**src/rtl/muldiv_unit.sv**
```systemverilog
// Iterative RV32M multiply/divide unit: shift-add multiply, restoring divide,
// both on operand magnitudes with sign correction on the final edge.
module muldiv_unit #(
    parameter int XLEN = 32
) (
    input  logic            clk,
    input  logic            reset,
    input  logic            start,
    input  logic [2:0]      funct3,
    input  logic [XLEN-1:0] a,
    input  logic [XLEN-1:0] b,
    input  logic [4:0]      rd,
    output logic            busy,
    output logic            done,
    output logic [XLEN-1:0] result,
    output logic            we,
    output logic [4:0]      wa
);

    typedef enum logic [1:0] {S_IDLE, S_RUN, S_DONE} state_t;

    state_t            state_q, state_d;
    logic [5:0]        cnt_q, cnt_d;
    logic [2:0]        op_q, op_d;
    logic [4:0]        wa_q, wa_d;
    logic [XLEN-1:0]   opb_q, opb_d;     // multiplicand or divisor magnitude
    logic [2*XLEN-1:0] acc_q, acc_d;     // product, or dividend/quotient in low half
    logic [XLEN:0]     rem_q, rem_d;
    logic              neg_q, neg_d;     // product/quotient sign
    logic              rneg_q, rneg_d;   // remainder follows dividend sign
    logic              bzero_q, bzero_d;
    logic [XLEN-1:0]   result_q, result_d;

    logic              sgn_a_en, sgn_b_en, neg_a, neg_b;
    logic [XLEN-1:0]   mag_a, mag_b;
    logic [XLEN:0]     mul_sum, div_shift, div_diff;
    logic [2*XLEN-1:0] prod_fix;
    logic [XLEN-1:0]   quo_fix, rem_fix;
    logic              q_neg;

    assign sgn_a_en = !(funct3 == 3'b011 || funct3 == 3'b101 || funct3 == 3'b111);
    assign sgn_b_en = sgn_a_en && (funct3 != 3'b010);
    assign neg_a    = sgn_a_en & a[XLEN-1];
    assign neg_b    = sgn_b_en & b[XLEN-1];
    assign mag_a    = neg_a ? (~a + 1'b1) : a;
    assign mag_b    = neg_b ? (~b + 1'b1) : b;

    assign mul_sum   = {1'b0, acc_q[2*XLEN-1:XLEN]} + (acc_q[0] ? {1'b0, opb_q} : '0);
    assign div_shift = {rem_q[XLEN-1:0], acc_q[XLEN-1]};
    assign div_diff  = div_shift - {1'b0, opb_q};

    // A zero divisor leaves the quotient all-ones; skip the sign flip so DIV yields -1.
    assign q_neg    = neg_q & ~bzero_q;
    assign prod_fix = neg_q ? (~acc_q + 1'b1) : acc_q;
    assign quo_fix  = q_neg ? (~acc_q[XLEN-1:0] + 1'b1) : acc_q[XLEN-1:0];
    assign rem_fix  = rneg_q ? (~rem_q[XLEN-1:0] + 1'b1) : rem_q[XLEN-1:0];

    always_comb begin
        state_d  = state_q;
        cnt_d    = cnt_q;
        op_d     = op_q;
        wa_d     = wa_q;
        opb_d    = opb_q;
        acc_d    = acc_q;
        rem_d    = rem_q;
        neg_d    = neg_q;
        rneg_d   = rneg_q;
        bzero_d  = bzero_q;
        result_d = result_q;
        unique case (state_q)
            S_IDLE: begin
                if (start) begin
                    state_d = S_RUN;
                    cnt_d   = '0;
                    op_d    = funct3;
                    wa_d    = rd;
                    opb_d   = mag_b;
                    acc_d   = {{XLEN{1'b0}}, mag_a};
                    rem_d   = '0;
                    neg_d   = neg_a ^ neg_b;
                    rneg_d  = neg_a;
                    bzero_d = (b == '0);
                end
            end
            S_RUN: begin
                if (cnt_q == 6'd32) begin
                    state_d = S_DONE;
                    if (!op_q[2])
                        result_d = (op_q[1:0] == 2'b00) ? prod_fix[XLEN-1:0]
                                                        : prod_fix[2*XLEN-1:XLEN];
                    else
                        result_d = op_q[1] ? rem_fix : quo_fix;
                end else begin
                    cnt_d = cnt_q + 6'd1;
                    if (!op_q[2]) begin
                        acc_d = {mul_sum, acc_q[XLEN-1:1]};
                    end else if (!div_diff[XLEN]) begin
                        rem_d = div_diff;
                        acc_d = {acc_q[2*XLEN-1:XLEN], acc_q[XLEN-2:0], 1'b1};
                    end else begin
                        rem_d = div_shift;
                        acc_d = {acc_q[2*XLEN-1:XLEN], acc_q[XLEN-2:0], 1'b0};
                    end
                end
            end
            S_DONE:  state_d = S_IDLE;
            default: state_d = S_IDLE;
        endcase
    end

    always_ff @(posedge clk) begin
        if (reset) begin
            state_q  <= S_IDLE;
            cnt_q    <= '0;
            op_q     <= '0;
            wa_q     <= '0;
            opb_q    <= '0;
            acc_q    <= '0;
            rem_q    <= '0;
            neg_q    <= 1'b0;
            rneg_q   <= 1'b0;
            bzero_q  <= 1'b0;
            result_q <= '0;
        end else begin
            state_q  <= state_d;
            cnt_q    <= cnt_d;
            op_q     <= op_d;
            wa_q     <= wa_d;
            opb_q    <= opb_d;
            acc_q    <= acc_d;
            rem_q    <= rem_d;
            neg_q    <= neg_d;
            rneg_q   <= rneg_d;
            bzero_q  <= bzero_d;
            result_q <= result_d;
        end
    end

    assign busy   = (state_q != S_IDLE);
    assign done   = (state_q == S_DONE);
    assign we     = done && (wa_q != 5'd0);
    assign wa     = wa_q;
    assign result = result_q;

endmodule
```
**config.mk**
```make
export PLATFORM = sky130hd
export DESIGN_NAME = muldiv_unit
export DESIGN_NICKNAME = d
export VERILOG_FILES = /design/src/rtl/muldiv_unit.sv
export SDC_FILE = /design/constraint.sdc
export NUM_CORES = 1
export LEC_CHECK = 0
export ABC_AREA = 1
export CAP_MARGIN = 20
export CORE_MARGIN = 5
export CORE_UTILIZATION = 39
export DETAILED_ROUTE_END_ITERATION = 7
export SYNTH_ARGS = -nofsm -noshare
export SYNTH_HDL_FRONTEND = slang
export SYNTH_SLANG_ARGS = --single-unit
```
**constraint.sdc**
```tcl
create_clock -name clk -period 3.5 [get_ports clk]
set_input_delay 0.35 -clock clk [delete_from_list [all_inputs] [get_ports clk]]
set_output_delay 0.35 -clock clk [all_outputs]
set_load 0.1 [all_outputs]
```
Word level (Yosys, flattened, before mapping)
Index checks and enable logic that the tools add are counted.
- latch bits: 0
- input port bits: 75
- output and inout bits: 40
- memories: 0
- bits in registers: 179
- bits in writable memories: 0
- logic and storage cells: 84
- bits in read-only memories: 0
- reductions and logical operators: 17
- div/mod/pow operators: 0
- magnitude comparators: 0
- shifts and indexed selects: 0
- bitwise logic cells: 10
- equality and inequality tests: 12
- $mul: 0
- muxes and demuxes: 25
- $add $sub $neg: 8
- operators with widths (cell ; number):
    two-way mux 32 bit ; 12
    two-way mux 64 bit ; 4
    adder 32 x 1 -> 32 bit (second input constant) ; 4
    inverter 32 bit ; 4
    case mux 64 bit (2 select lines) ; 1
    adder 64 x 1 -> 64 bit (second input constant) ; 1
    inverter 64 bit ; 1
    case mux 32 bit (2 select lines) ; 1
    adder 32 x 32 -> 33 bit ; 1
    subtractor 33 x 32 -> 33 bit ; 1
    logical NOT 32 bit ; 1
    two-way mux 6 bit ; 2
    case mux 6 bit (2 select lines) ; 1
    inequality test 2 bit (second input constant) ; 5
    AND reduction 4 bit ; 2
    adder 6 x 1 -> 6 bit (second input constant) ; 1
    equality test 3 bit (second input constant) ; 2
    equality test 6 bit (second input constant) ; 1
    AND reduction 2 bit ; 3
    nonzero test 5 bit ; 1
    logical NOT 2 bit ; 2
    two-way mux 2 bit ; 2
    case mux 2 bit (2 select lines) ; 1
    nonzero test 2 bit ; 2
    12 further kinds ; 16

Depth between registers and ports, before layout
- depth in word-level cells: 8
- depth in mapped cells: 20
- depth with buffers taken out: 18

Worst setup path before layout
No wires, ideal clock.
- kind: register -> output
- start: reg state_q[1]
- end: out we
- required time: 3.150 ns
- setup slack: 0.603 ns
- stages on the path, launching flop included: 5
- arrival: 2.547 ns
- buffers on the path: 0
- path through: dfxtp_1 inv_1 nor2_1 o21ai_0 inv_1
- cells in the longest elaborated chain, start to end: 2
- ends and longest elaborated chain (element ; RTL line ; source):
    start, declared ; 22 ; state_t state_q, state_d;
    start signal, assigned ; 125 ; state_q <= state_d;
    equality test 2 bit ; 140 ; assign done = (state_q == S_DONE);
    via done ; 14 ; output logic done,
    logical AND 1 bit ; 141 ; assign we = done && (wa_q != 5'd0);
    end, declared ; 16 ; output logic we,
The timed path passes the listed nets, and every way through them passes these cells.

Worst setup path after layout
- start: reg acc_q[0]
- end: reg acc_q[63]
- cells in the longest elaborated chain, start to end: 5
- ends and longest elaborated chain (element ; RTL line ; source):
    start, declared ; 27 ; logic [2*XLEN-1:0] acc_q, acc_d;
    start signal, assigned ; 118 ; acc_q <= '0;
    start signal, assigned ; 130 ; acc_q <= acc_d;
    two-way mux 32 bit ; 48 ; assign mul_sum = {1'b0, acc_q[2*XLEN-1:XLEN]} + (acc_q[0] ? {1'b0, opb_q} : '0);
    adder 32 x 32 -> 33 bit ; 48 ;
    two-way mux 64 bit ; 95 ; if (!op_q[2]) begin
    two-way mux 64 bit ; 86 ; if (cnt_q == 6'd32) begin
    case mux 64 bit (2 select lines) ; 70 ; unique case (state_q)
Every way passes these cells. The select of a mux whose other input is x is not followed.
A chain may end at the register's enable or synchronous reset.

==> flow_metrics.py <==
metrics = {
    "outcome": {
        "outcome": "finished, final reports clean",
    },
    "worst_setup_path": {
        "crit_fanout": 15,
        "critPathArrivalTime_ns": 3.37,
        "regToRegSetupSlack_ns": 0.56,
        "endpoint_kind": "flop",
        "path_class": "reg -> reg",
        "worst_ep_required_time_ns": 3.93,
        "cp-start-kind": "flop",
    },
    "clock_network": {
        "postCtsHoldBufs": 0,
        "cts_root_buffer": "clkbuf_16",
        "clock-sinks": 179,
        "clk_pin_slew_ns": 0.09,
        "cts_max_path_buffers": 2,
        "htreeDepth": 4,
        "cts_buffers": 17,
        "cts-resized-gates": 0,
        "clk_latency_ns": 0.51,
        "cts_tree": "built",
        "postCtsSetupBuffers": 0,
    },
    "cells_and_area": {
        "drive_gt1_frac": 0.0570,
        "area_growth_pct": 12.1,
        "final_nets": 3360,
        "n_antenna_cell": 0,
        "fill_cells": 5085,
        "regArea_um2": 3590,
        "multi_input_area_um2": 12300,
    },
    "synth": {
        "async_reset_ff_frac": 0,
        "yosysTopAreaCellShare": 0.199,
        "synth_fp_nets": 3309,
        "yosys.area.top_type": "dfxtp_1",
        "synth_ff_type": "dfxtp_1",
        "synthTopCellsByCount": "nand2_1, inv_1, a21oi_1, nor2_1, nand3_1",
        "synthTopCellsByArea": "dfxtp_1, nand2_1, a21oi_1",
        "syn-cell-area_um2": 18000,
        "ys_warn_count": 0,
        "synth_cell_types": 57,
        "yosysSeqAreaShare": 0.199,
        "syn_inst": 3162,
        "synth-seq-cells": 179,
        "synth_edf_count": 0,
        "avgSynthCellArea_um2": 5.69,
        "synth.most_common_cell": "nand2_1",
    },
    "floorplan": {
        "core_um2": 45500,
        "rows": 78,
        "ios": 115,
        "die_h_um": 225,
        "die_w_um": 225,
        "dieArea_um2": 50500,
        "initial_core_util": 0.395,
    },
    "detailed_routing": {
        "first_iter_violations": 2169,
        "vias": 21600,
        "drt-pass1-iter-count": 8,
        "route.detailed.drc": 0,
        "ant_nets": 0,
        "post_drt_wl_per_cell_um": 21.5,
        "wl_mm": 82.4,
        "via_per_inst": 5.64,
    },
    "timing": {
        "worstMarginPinSlew_ns": 1.03,
        "hold_viol_final": 0,
        "fmax_mhz": 340,
        "period_share": 0.839,
        "maxSlewHeadroom": 0.312,
        "tns_ns": 0,
        "maxSlewViolCount": 0,
        "min_period_ns": 2.94,
        "whs_ns": 0.312,
        "rsz0062_at_grt": "no",
        "postLayoutSetupSlackWorst_ns": 0.563,
        "setup_viol": 0,
        "fin_skew_ns": 0.0154,
    },
    "grt": {
        "grt-ovfl-total": 0,
        "grt_pass1_vias": 20100,
        "grt_usage": 0.317,
        "grt_antenna_before_repair": 1,
        "grt_max_degree": 77,
        "grt_pass1_wl_mm": 124,
    },
    "place": {
        "pre_cts_ws_ns": 0.656,
        "numPortBuffers": 114,
        "post-dp-hpwl_mm": 66.5,
        "finalWeightedCongestion": 0.999,
    },
    "flow_run": {
        "drv_cap": 0,
    },
    "pwr": {
        "powerDensity_nw_per_um2": 316,
        "power_leakage_nw": 9.54,
        "peakVddDrop_mv": 0.273,
    },
    "worst_hold_path": {
        "hold_path.class": "in -> reg",
    },
}
==> critical path, cell delays in order, from the launching register on <==
cell and delay [ns]:
dfxtp_1 0.62, nand2_1 0.11, inv_1 0.08, ha_1 0.17
inv_1 0.07, fa_1 0.41, inv_1 0.10, nand3_1 0.06
nand2_1 0.16, nand2_1 0.07, nand2_1 0.12, nand2_1 0.06
nand2_1 0.16, nand4_1 0.17, nand3_1 0.21, nand2_1 0.07
nand2_1 0.06, nand2_1 0.04, a21oi_1 0.13
==> metrics by stage <==
step	total power, mW	util	cell area (um2)	instances
global route	6.69	0.443	20200	3826
global placement	4.32	0.430	19600	3794
detailed placement	4.32	0.430	19600	3794
CTS	6.37	0.443	20200	3826
finish	6.37	0.443	20200	3826
floorplan	3.64	-	18000	3162
==> sequential cells by signal (all words and copies together), names as in the netlist <==
signal,count
acc_q,64
rneg_q,1
result,32
wa,5
opb_q,32
cnt_q,6
op_q,3
neg_q,1
rem_q,32
bzero_q,1
state_q,2
==> routing by layer <==
| metal | track usage | wire length, um | vias to the layer above |
|---|---|---|---|
| met5 | 0 | 0 | - |
| met4 | 0.150 | 4160 | 0 |
| met3 | 0.0459 | 5010 | 141 |
| met2 | 0.512 | 37100 | 852 |
| met1 | 0.419 | 36100 | 10100 |
| li1 | - | - | 10500 |
==> cells in the final DEF, fill, tap and decap left out, drive strengths merged, types with 2 or more instances in the layout <==
| cell type | count |
|---|---|
| nand3b | 14 |
| a22oi | 16 |
| nand4 | 47 |
| nor4 | 2 |
| nand2 | 870 |
| a21o | 3 |
| o21a | 7 |
| xnor2 | 20 |
| xor2 | 42 |
| o21ai | 243 |
| a22o | 2 |
| nor3 | 30 |
| clkbuf | 17 |
| a211oi | 2 |
| a21oi | 347 |
| o31ai | 2 |
| and2 | 2 |
| or2 | 8 |
| ha | 70 |
| dfxtp | 179 |
| o22ai | 4 |
| clkinv | 8 |
| clkdlybuf4s50 | 111 |
| nand3 | 318 |
| fa | 2 |
| o221ai | 2 |
| o211ai | 13 |
| inv | 385 |
| o21bai | 3 |
| a31oi | 22 |
| nor2 | 364 |
| a221oi | 15 |
| buf | 49 |
| and3 | 3 |
==> logic make-up (layout without fill, tap and decap cells) <==
logic type / count (synthesis) / count (layout) / share of synthesized area
adders and majority gates: 72 / 72 / 0.0509
DFF: 179 / 179 / 0.199
buffers and inverters: 507 / 571 / 0.117
AOI/OAI and AO/OA: 684 / 684 / 0.205
and+or+nand+nor: 1658 / 1658 / 0.397
xor gates and xnor gates: 62 / 62 / 0.0302
==> power by group <==
part           internal, mW  total [mW]  switching (mW)
Clock                 0.970        2.05            1.08
Sequential             2.13        2.29           0.162
Combinational         0.633        2.03            1.40
Total                  3.73        6.37            2.64
==> worst paths after layout <==
| kind | start | to | cells past startpoint |
|---|---|---|---|
| setup / recovery | acc_q[0]$_SDFFE_PP0P_ | acc_q[63]$_SDFFE_PP0P_ | 18 |
| hold / removal | reset | acc_q[49]$_SDFFE_PP0P_ | 2 |
| hold reg to reg | result[30]$_SDFFE_PP0P_ | result[30]$_SDFFE_PP0P_ | 2 |
| setup reg to reg | acc_q[0]$_SDFFE_PP0P_ | acc_q[63]$_SDFFE_PP0P_ | 18 |
==> final cells by class <==
type	instances	share of cell area
clock inverters	15	0.00869
clock buffers	17	0.0211
well taps	600	0.0372
repair buffers	160	0.0740
inverters	379	0.0711
multi-input cells	2476	0.610
flip-flops and latches	179	0.178
(Power assumes the default switching activity.)
